`config.mk`:
```
export PLATFORM = sky130hd
export DESIGN_NAME = rpi_irq_clk_gen
export DESIGN_NICKNAME = d
export VERILOG_FILES = /design/src/rtl/rpi_irq_pkg.sv /design/src/rtl/rpi_sync_edge.sv /design/src/rtl/rpi_irq_clk_gen.sv
export SDC_FILE = /design/constraint.sdc
export NUM_CORES = 1
export LEC_CHECK = 0
export BUFFER_PORTS_ARGS = -buffer_cell sky130_fd_sc_hd__buf_2
export CAP_MARGIN = 10
export CELL_PAD_IN_SITES_DETAIL_PLACEMENT = 0
export CELL_PAD_IN_SITES_GLOBAL_PLACEMENT = 2
export CORE_MARGIN = 2
export CORE_UTILIZATION = 32
export DETAILED_ROUTE_END_ITERATION = 10
export PLACE_DENSITY_LB_ADDON = 0.08
export SLEW_MARGIN = 20
export SYNTH_ARGS = -nofsm -noshare
export SYNTH_HDL_FRONTEND = slang
export SYNTH_HIERARCHICAL = 1
export SYNTH_SLANG_ARGS = --single-unit
```
`constraint.sdc`:
```
create_clock -name clk_in -period 1.6 [get_ports clk_in]
set_input_delay 0.32 -clock clk_in [delete_from_list [all_inputs] [get_ports clk_in]]
set_output_delay 0.32 -clock clk_in [all_outputs]
set_load 0.01 [all_outputs]
```
`src/rtl/rpi_irq_pkg.sv`:
```
// Shared definitions for the RPi interrupt clock generator: FSM encoding,
// default divider and the irq_id width helper.
package rpi_irq_pkg;

    localparam logic [1:0] ST_IDLE     = 2'd0;
    localparam logic [1:0] ST_HIGH     = 2'd1;
    localparam logic [1:0] ST_LOW      = 2'd2;
    localparam logic [1:0] ST_WAIT_ACK = 2'd3;

    typedef enum logic [1:0] {
        IDLE     = ST_IDLE,
        HIGH     = ST_HIGH,
        LOW      = ST_LOW,
        WAIT_ACK = ST_WAIT_ACK
    } state_t;

    // 50 MHz / 64 interrupt clock rate used by the existing RPi driver.
    localparam logic [5:0] DEF_HALF_PERIOD = 6'd32;

    function automatic int id_width(input int n);
        return (n > 1) ? $clog2(n) : 1;
    endfunction

endpackage

```
`src/rtl/rpi_sync_edge.sv`:
```
// Two-flop synchroniser for the asynchronous RPi acknowledge, followed by a
// rising-edge detector producing a one-cycle pulse in the clk_in domain.
module rpi_sync_edge (
    input  logic clk_in,
    input  logic reset,
    input  logic async_in,
    output logic rise
);

    logic sync1, sync2, sync3;

    always_ff @(posedge clk_in or posedge reset) begin
        if (reset) begin
            sync1 <= 1'b0;
            sync2 <= 1'b0;
            sync3 <= 1'b0;
        end else begin
            sync1 <= async_in;
            sync2 <= sync1;
            sync3 <= sync2;
        end
    end

    assign rise = sync2 & ~sync3;

endmodule

```
`src/rtl/rpi_irq_clk_gen.sv`:
```
// Interrupt clock generator: latches request edges per channel, then clocks
// the lowest pending channel out to the RPi until it acknowledges.
module rpi_irq_clk_gen
    import rpi_irq_pkg::*;
#(
    parameter int NUM_CH  = 4,
    parameter int DIV_W   = 6,
    parameter int BURST_W = 4
) (
    input  logic                          clk_in,
    input  logic                          reset,
    input  logic [NUM_CH-1:0]             irq_req,
    input  logic [NUM_CH-1:0]             irq_mask,
    input  logic [DIV_W-1:0]              half_period,
    input  logic                          mode,
    input  logic [BURST_W-1:0]            burst_len,
    input  logic                          rpi_ack,
    output logic                          clk_out,
    output logic [id_width(NUM_CH)-1:0]   irq_id,
    output logic                          busy,
    output logic [NUM_CH-1:0]             overrun
);

    localparam int ID_W = id_width(NUM_CH);
    localparam logic [DIV_W-1:0]   DIV_ONE   = 1;
    localparam logic [BURST_W-1:0] BURST_ONE = 1;

    state_t             state;
    logic [NUM_CH-1:0]  req_q, pending, set_v, clr_v;
    logic               armed, ack, mode_s, ack_seen;
    logic [DIV_W-1:0]   cnt, reload, hp_eff;
    logic [BURST_W-1:0] rem, bl_eff;
    logic [ID_W-1:0]    pick;

    rpi_sync_edge u_ack_sync (
        .clk_in   (clk_in),
        .reset    (reset),
        .async_in (rpi_ack),
        .rise     (ack)
    );

    assign hp_eff = (half_period == '0) ? DIV_ONE : half_period;
    assign bl_eff = (burst_len == '0) ? BURST_ONE : burst_len;
    assign busy   = (state != IDLE);

    // armed stays low for the first edge after reset so a request already
    // held high is seen as a level, not as a fresh edge.
    assign set_v = irq_req & ~req_q & ~irq_mask & {NUM_CH{armed}};

    always_comb begin
        pick = '0;
        for (int i = NUM_CH - 1; i >= 0; i--)
            if (pending[i]) pick = i[ID_W-1:0];
    end

    always_comb begin
        clr_v = '0;
        for (int i = 0; i < NUM_CH; i++)
            clr_v[i] = ack && (state != IDLE) && (irq_id == i[ID_W-1:0]);
    end

    always_ff @(posedge clk_in or posedge reset) begin
        if (reset) begin
            armed   <= 1'b0;
            req_q   <= '0;
            pending <= '0;
            overrun <= '0;
        end else begin
            armed   <= 1'b1;
            req_q   <= irq_req;
            pending <= (pending & ~clr_v) | set_v;
            overrun <= overrun | (set_v & pending);
        end
    end

    always_ff @(posedge clk_in or posedge reset) begin
        if (reset) begin
            state    <= IDLE;
            clk_out  <= 1'b0;
            irq_id   <= '0;
            cnt      <= '0;
            reload   <= '0;
            rem      <= '0;
            mode_s   <= 1'b0;
            ack_seen <= 1'b0;
        end else begin
            case (state)
                IDLE: begin
                    ack_seen <= 1'b0;
                    if (|pending) begin
                        irq_id  <= pick;
                        reload  <= hp_eff - DIV_ONE;
                        cnt     <= hp_eff - DIV_ONE;
                        rem     <= bl_eff;
                        mode_s  <= mode;
                        clk_out <= 1'b1;
                        state   <= HIGH;
                    end
                end
                HIGH: begin
                    if (ack) ack_seen <= 1'b1;
                    if (cnt == '0) begin
                        cnt     <= reload;
                        rem     <= (rem != '0) ? rem - BURST_ONE : '0;
                        clk_out <= 1'b0;
                        state   <= (ack || ack_seen) ? IDLE : LOW;
                    end else begin
                        cnt <= cnt - DIV_ONE;
                    end
                end
                LOW: begin
                    if (ack) begin
                        state <= IDLE;
                    end else if (cnt == '0) begin
                        cnt <= reload;
                        if (mode_s && rem == '0) begin
                            state <= WAIT_ACK;
                        end else begin
                            clk_out <= 1'b1;
                            state   <= HIGH;
                        end
                    end else begin
                        cnt <= cnt - DIV_ONE;
                    end
                end
                WAIT_ACK: begin
                    if (ack) state <= IDLE;
                end
                default: state <= IDLE;
            endcase
        end
    end

endmodule
```
# [Yosys cells after proc, flatten, opt, wreduce, memory -nomap -nowiden]
# Index checks and enable logic that the tools add are counted.
[word_totals] regBits=39 latch_bits=0 mem_bits_rw=0 rom_bits=0 input_bits=22 output_inout_bits=8 wordCells=98 memories=0
[classes] add_sub_neg=3 mul=0 n_div=0 order_cmp=0 n_eq_ne=14 n_shift=0 mux=30 n_bitwise=12 n_reduce_logical=24
[op_table] operator="$mux 6" n=4
[op_table] operator="$mux 2" n=11
[op_table] operator="$and 4x4->4" n=5
[op_table] operator="$pmux 6 s3" n=1
[op_table] operator="$mux 4" n=4
[op_table] operator="$ne 2x2->1 const B" n=7
[op_table] operator="$logic_not 6->1" n=2
[op_table] operator="$not 4->4" n=3
[op_table] operator="$sub 6x1->6 const B" n=2
[op_table] operator="$eq 2x2->1 const B" n=4
[op_table] operator="$logic_not 4->1" n=2
[op_table] operator="$or 4x4->4" n=2
[op_table] operator="$pmux 2 s4" n=1
[op_table] operator="$pmux 4 s2" n=1
[op_table] operator="$logic_and 1x1->1" n=6
[op_table] operator="$mux 1" n=6
[op_table] operator="$reduce_and 3->1" n=2
[op_table] operator="$reduce_and 6->1" n=1
[op_table] operator="$eq 2x1->1 const B" n=2
[op_table] operator="$logic_not 2->1" n=2
[op_table] operator="$reduce_and 2->1" n=2
[op_table] operator="$reduce_and 4->1" n=1
[op_table] operator="$reduce_bool 2->1" n=2
[op_table] operator="$reduce_bool 4->1" n=1
[op_table] operator="9 further kinds" n=9

# [Logic depth before layout (Yosys ltp)]
# Gate-level depths: netlist of run 1.
[depth] depth_word=7 depth_mapped=8 ltp_nobuf=8

# [Modules after synthesis]
# The synthesis of run 1 kept the hierarchy.
[by_module_without_submodules] mod="rpi_irq_clk_gen" n_inst=1 cells_each=196 area_per_inst_um2=1976.9 seq_area_each_um2=900.9
[by_module_without_submodules] mod="rpi_sync_edge" n_inst=1 cells_each=5 area_per_inst_um2=92.6 seq_area_each_um2=75.1

# [Worst setup path after synthesis of run 1]
# OpenSTA, ideal clock, no wires.
[synth_path] path_type="input port to flip-flop" start="input port half_period[1]" end="register cnt[4]" arrival_ns=1.929 required_time_ns=1.530 setup_slack_ns=-0.399 path_stages=8 cell_sequence="or4_1 > o21bai_1 > inv_1 > ha_1 > nor3b_1 > xnor2_1 > or3_1 > nand3_1"
[synth_between] elab_chain_len=5
[synth_lines] item="start: declaration" line="rpi_irq_clk_gen.sv:14" source="input logic [DIV_W-1:0] half_period,"
[synth_lines] item="$logic_not 6->1" line="rpi_irq_clk_gen.sv:42" source="assign hp_eff = (half_period == '0) ? DIV_ONE : half_period;"
[synth_lines] item="$mux 6 *" line="rpi_irq_clk_gen.sv:42"
[synth_lines] item="$sub 6x1->6 *" line="rpi_irq_clk_gen.sv:93" source="cnt <= hp_eff - DIV_ONE;"
[synth_lines] item="$mux 6 *" line="rpi_irq_clk_gen.sv:90" source="if (|pending) begin"
[synth_lines] item="$pmux 6 s3 *" line="rpi_irq_clk_gen.sv:87" source="case (state)"
[synth_lines] item="end signal: assignment" line="rpi_irq_clk_gen.sv:93"
[synth_lines] item="end signal: assignment" line="rpi_irq_clk_gen.sv:103" source="cnt <= reload;"
[synth_lines] item="end signal: assignment" line="rpi_irq_clk_gen.sv:108" source="cnt <= cnt - DIV_ONE;"
[synth_lines] item="end: declaration" line="rpi_irq_clk_gen.sv:31" source="logic [DIV_W-1:0] cnt, reload, hp_eff;"
# Mark *: on every way between the ends. The rest lies on a longest branch, timed or not. The select of a mux whose other input is x is not followed.
# A chain may end at the register's enable or synchronous reset.

# [Final worst setup path of run 1]
# Ends and elaborated chain as after synthesis.

==> key figures, run 1 <==
Synth
  – Post-Synthesis Cells: between 200 and 250
  – Synthesized flop and latch total: 39
  – Netlist Area Pre-Place: between 0.002 and 0.0025 mm^2
  – Mapped Avg Cell Area: between 10 and 15 um^2
  – Post-synth ARST share: 100%
  – Top cell type's share of synthesized area: 47.2%
  – Syn_nets: between 200 and 250
  – Top cells by area, synth: dfrtp_1, ha_1, o21ai_0, a21o_1, nand2_1
  – Netlist cell types: 52
  – Sequential area share after synthesis: 47.2%
  – Most used flip-flop cell after synthesis: dfrtp_1
  – Synth warn: 6
  – Area leader, netlist: dfrtp_1
  – Post-synth EDFFs: 0

Clocking
  – Worst skew pair latency: roughly 0.3 ns
  – Clock transition at path regs: 0.08 ns
  – Maximum clock insertion buffer count: 2
  – Root Buffer: clkbuf_8
  – CTS Buf Count: 5
  – CTS Sinks: 39
  – CTS tree: yes
  – H-tree levels: 2

Cells and area
  – Commonest non-fill, non-tap cell in the layout: buf_4
  – Layout cells sized above 1: 45.5%
  – Fin cells: 363
  – Final Cell Area: 0.00305 mm^2
  – Most frequent cells in the layout: buf_4, dfrtp_1, buf_2
  – FILL cells: 612
  – Fin util: between 40% and 50%
  – N_diodes: 0
  – Area added between synthesis and finish: 47.2%
  – Final net count: between 300 and 400

STA
  – Final period utilization: 107%
  – Endpoints failing setup: 3
  – Endpoints failing hold: 0
  – F_max: ~0.6 GHz
  – Unrepaired setup endpoints after global routing: true
  – PnR worst setup slack: -0.112 ns
  – Min Clock Period, post-route: 1.71 ns
  – Final Skew: between 0.006 and 0.007 ns
  – Fin. max-slew vios: 0

Routing
  – DR pass1 iterations: 4
  – Vias per cell: 5.12
  – Avg WL per Cell: ~15 um
  – ANT nets after route: 0
  – # DRC: 0
  – Via count: about 1900
  – Post-Route WL: between 5000 and 6000 um
  – Initial DRC Count: between 70 and 80

Placement
  – Hpwl dp: about 3900 um
  – Placement Setup Slack: -0.506 ns
  – Post-DP Area: 0.00264 mm^2
  – Placed insts: between 300 and 400
  – Port Buffer Count: 29
  – Gpl congestion: roughly 0.82

Power and ir drop
  – Total power: around 0.0057 W
  – Peak VDD IR: 0.656 mV
  – Power Density: between 1500 and 2000 mW/mm^2
  – LEAKAGE: 1.36 nW

Floorplanning
  – Die height: 84.4 um
  – Std-Cell Rows: 29
  – Core area: around 0.0063 mm^2
  – I/O Pins: 30
  – Die Wd: 84.4 um
  – Die ar.: 0.00713 mm^2
  – Initial Util: between 30% and 40%

GRT
  – Pin count of the biggest net entering global routing: 37
  – Vias in the first global route: between 1500 and 2000
  – Grt total ovfl: 0
  – GRT Overall Usage: between 10% and 20%
  – Initial antenna violation count: 0
  – Global-route wire length before repair: 9250 um

Setup path
  – CP required: 1.84 ns
  – Kind of critical path: input port to flip-flop
  – Critical Path Sink Type: flip-flop
  – Crit path DAT: just under 2 ns
  – Worst setup SP type: input port
  – Worst Path Max Fanout: 2

Min path
  – Hold crit path type: input port to flip-flop

Status
  – Failing checks: negative setup slack
  – Status: finished with violations

Flow run
  – Max cap viols: 0
-- worst max-delay path, stage by stage --
cell and delay, ns:
buf_6 0.09, or4_4 0.54, o21bai_4 0.14, inv_2 0.05
ha_4 0.15, nor3b_2 0.15, xnor2_1 0.13, or3_1 0.31
nand3_1 0.07
-- cells in the mapped netlist, drive strengths merged, types with 2 or more instances --
library cell	number
dfrtp	39
o21ai	17
nand2	13
inv	11
nor2	10
ha	8
a21o	7
nor3	7
o31ai	6
a21oi	5
nand2b	5
nand3	5
o21a	5
or3	5
mux2	4
nor2b	4
nor4bb	4
o211ai	4
xor2	4
a31oi	3
buf	3
o22ai	3
a21boi	2
a32oi	2
and3	2
clkbuf	2
nand4	2
nor3b	2
nor4	2
o21bai	2
o41ai	2
or4	2
-- area by class of cell --
cell class | count | area [um^2] | area share [%]
flip-flops and latches | 39 | 976 | 32.0
clock buffers | 6 | 82.6 | 2.71
clock inverters | 2 | 35.0 | 1.15
repair buffers | 82 | 579 | 19.0
well taps | 77 | 96.3 | 3.16
inverters | 11 | 43.8 | 1.44
multi-input cells | 146 | 1230 | 40.5
-- metal layers --
layer	track usage (%)	vias to the layer above	share of wire [%]
met2	26.7	35	51
met3	3.54	5	3.6
met4	5.63	0	0.87
li1	-	906	-
met1	20.7	912	45
met5	0	-	0
-- kinds of logic (layout without fill, tap and decap cells) --
logic type / after synthesis / after routing / synth area share (%)
buffers and inverters: 16 / 101 / 3.51
AO/OA/AOI/OAI: 63 / 63 / 21.3
XOR/XNOR: 5 / 5 / 2.12
other: 1 / 1 / 0.181
multiplexers: 5 / 5 / 2.66
AND/OR/NAND/NOR: 64 / 64 / 18.2
adder cells (fa/ha/maj): 8 / 8 / 4.84
flip-flops: 39 / 39 / 47.2
-- metrics by stage --
step	hold slack (ns)	TNS, ns
after CTS	0.120	-0.398
after global routing	0.122	-0.713
after global placement	0.189	-2.34
final	0.127	-0.169
after floorplan	0.0736	-0.984
after detailed placement	0.201	-2.58
-- final timing paths --
| path | from | to | slack (ns) | cells after the start |
|---|---|---|---|---|
| max | half_period[1] | cnt[4] | -0.11 | 9 |
| min | rpi_ack | u_ack_sync/sync1 | 0.13 | 1 |
| max reg2reg | state[0] | cnt[5] | -0.01 | 7 |
| min reg2reg | u_ack_sync/sync1 | u_ack_sync/sync2 | 0.37 | 0 |
| max in group asynchronous | reset | req_q[2] | 0.57 | 4 |
| min in group asynchronous | reset | u_ack_sync/sync3 | 0.45 | 3 |
-- report_power, final --
part / internal [W] / switching, W / leakage (nW)
Combinational: 0.00163 / 0.00149 / 0.850
Sequential: 0.00138 / 0.000285 / 0.448
Clock: 0.000505 / 0.000369 / 0.0612
-- repair_timing --
item	4_1_cts	5_1_grt
pin swaps	1	10
gates resized for setup	16	36
endpoints found under the setup margin	15	18
hold buffers	1	0
buffers inserted	2	5
endpoints found under the hold margin	3	0
-- flip-flops by register name, indices dropped and copies added, names as in the netlist, 2 cells and up --
signal   cells
overrun      4
rem          4
reload       6
cnt          6
irq_id       2
state        2
pending      4
req_q        4
Power figures use the tool's default switching activity.
==> inputs of run 2 (changes only) <==
Settings changed: CELL_PAD_IN_SITES_DETAIL_PLACEMENT 0 to not set, CELL_PAD_IN_SITES_GLOBAL_PLACEMENT 2 to not set, CORE_UTILIZATION 32 to 51.
==> run 2 against run 1 <==
  * The flow still finishes with violations (negative setup slack)
  * Via count up 0.70%
  * Clock-buffer cell count down 1
  * Largest cell class unchanged
  * Core utilization up 25 points
  * Largest power group unchanged
  * Sequential share of layout area up 1.6 points
  * Critical path depth unchanged
  * Power down 6.5%
  * Maximum frequency down 3.0%
  * Global-route usage up 8.9 points
  * Clock skew down 0.00091 ns
==> key figures, run 2 (same netlist as run 1, synthesis figures left out) <==
Floorplanning
  – Die Wd: 67.7 um (-20%)
  – Core area: 0.00394 mm^2 (-38%)
  – Std-Cell Rows: 23 (-21%)
  – Die height: 67.7 um (-20%)
  – Die ar.: 0.00458 mm^2 (-36%)
  – Initial Util: 52.5% (+20 points)
  – I/O Pins: 30 (unchanged)

Cells and area
  – N_diodes: 0 (unchanged)
  – Layout cells sized above 1: 44.0% (-1.4 points)
  – Fin util: 73.6% (+25 points)
  – Reg area: 977 um^2 (+0.13%)
  – Area added between synthesis and finish: 40.2%
  – Final net count: 313 (-0.63%)
  – Area of the multi-input gates: 0.00118 mm^2 (-4.4%)
  – Commonest non-fill, non-tap cell in the layout: buf_4
  – Fin cells: 334 (-8.0%)
  – FILL cells: 269 (-56%)
  – Most frequent cells in the layout: buf_4, dfrtp_1, buf_2
  – Top flop regs: cnt: 6 flops, reload: 6 flops

Setup path
  – Critical Path Sink Type: flip-flop
  – Kind of critical path: input port to flip-flop
  – CP required: 1.84 ns (about the same)
  – Worst setup SP type: input port
  – Worst reg2reg path depth: 4 (-3)
  – Crit path DAT: 2.00 ns (+0.05 ns)
  – Worst Path Max Fanout: 2 (unchanged)

GRT
  – GRT Overall Usage: 24.9% (+8.9 points)
  – Pin count of the biggest net entering global routing: 37 (unchanged)
  – Global-route wire length before repair: 8310 um (-10%)
  – Grt total ovfl: 0 (unchanged)
  – Vias in the first global route: 1862 (-6.4%)
  – Initial antenna violation count: 0 (unchanged)

Routing
  – DR pass1 iterations: 4 (unchanged)
  – ANT nets after route: 0 (unchanged)
  – # DRC: 0 (unchanged)
  – Via count: 1871 (+0.70%)
  – Post-Route WL: 5260 um (-2.1%)
  – Vias per cell: 5.60 (+9.4%)
  – Initial DRC Count: 124 (+70%)
  – Avg WL per Cell: 15.7 um (+6.4%)

Flow run
  – Max cap viols: 0 (unchanged)

Clocking
  – Root Buffer: clkbuf_8
  – CTS Buf Count: 5 (unchanged)
  – Worst skew pair latency: 0.30 ns (about the same)
  – Clock transition at path regs: 0.08 ns (about the same)
  – H-tree levels: 2 (unchanged)
  – CTS Sinks: 39 (unchanged)
  – Maximum clock insertion buffer count: 2 (unchanged)
  – CTS tree: yes

STA
  – Endpoints failing hold: 0 (unchanged)
  – Min Clock Period, post-route: 1.77 ns (+0.0535 ns)
  – Worst Tran Pin Value: between 0.5 and 0.6 ns
  – Unrepaired setup endpoints after global routing: true
  – F_max: 0.566 GHz (-3.0%)
  – Worst rel slew slack: 66.1%
  – PnR worst setup slack: -0.165 ns (-0.0535 ns)
  – Final Skew: 0.00585 ns (-0.000912 ns)
  – Final period utilization: 110% (+3.3 points)
  – Endpoints failing setup: 3 (unchanged)
  – Fin. max-slew vios: 0 (unchanged)

Placement
  – Gpl congestion: 0.888 (+8.5%)
  – Port Buffer Count: 29 (unchanged)
  – Placed insts: 317 (-8.6%)
  – Hpwl dp: 3650 um (-6.5%)
  – Placement Setup Slack: -0.554 ns (-0.0479 ns)

Power and ir drop
  – Power Density: 1820 mW/mm^2 (-1.9%)
  – Total power: 0.00529 W (-6.5%)
  – LEAKAGE: 1.32 nW (-2.7%)
  – Peak VDD IR: 1.09 mV (+66%)

Status
  – Failing checks: negative setup slack
  – Status: finished with violations

Min path
  – Hold crit path type: input port to flip-flop
  – Hold path cells: 1 (unchanged)
[run 2: final cells by class]
cell class | count | share of cell area [%]
clock buffers | 5 | 2.37
clock inverters | 3 | 0.517
inverters | 11 | 1.51
multi-input cells | 146 | 40.7
flip-flops and latches | 39 | 33.7
well taps | 50 | 2.16
repair buffers | 80 | 19.1
[run 2: worst max-delay path, cell delays in order]
cell and delay [ns]:
buf_6 0.09, or4_4 0.55, o21bai_4 0.14, inv_1 0.06, ha_2 0.18, nor3b_4 0.15
xnor2_1 0.13, or3_1 0.31, nand3_1 0.07
[run 2: worst paths after layout]
kind	from	endpoint	slack, ns
min in group asynchronous	reset	u_ack_sync/sync2	0.44
max in group asynchronous	reset	state[1]	0.59
max	half_period[1]	cnt[4]	-0.17
min reg2reg	u_ack_sync/sync1	u_ack_sync/sync2	0.38
max reg2reg	pending[3]	cnt[4]	-0.02
min	irq_req[0]	req_q[0]	0.13
[run 2: timing repair]
item,4_1_cts,5_1_grt
setup buffers,3,5
pin swaps,5,10
hold buffers,1,0
resized for setup,21,23
setup endpoints to repair,11,18
endpoints found under the hold margin,3,0
[run 2: power by group]
group          leakage [nW]  internal (W)  switching (W)
combinational         0.828       0.00154        0.00141
clock                0.0477      0.000298       0.000356
sequential            0.447       0.00138       0.000300
[run 2: routing by layer]
layer  track usage (%)  wire, um  vias up
met5                 0         0        -
li1                  -         -      899
met4              10.2        72        0
met2              42.3      2730       50
met3              6.00       195        8
met1              30.2      2260      914
[run 2: through the flow]
stage                     cell area (um^2)  setup TNS [ns]  hold slack, ns
after floorplan                       2090          -0.984          0.0736
after global placement                2580           -1.97           0.189
after detailed placement              2580           -2.66           0.205
after CTS                             2780          -0.189           0.130
after global routing                  2900          -0.487           0.125
final                                 2900          -0.264           0.134
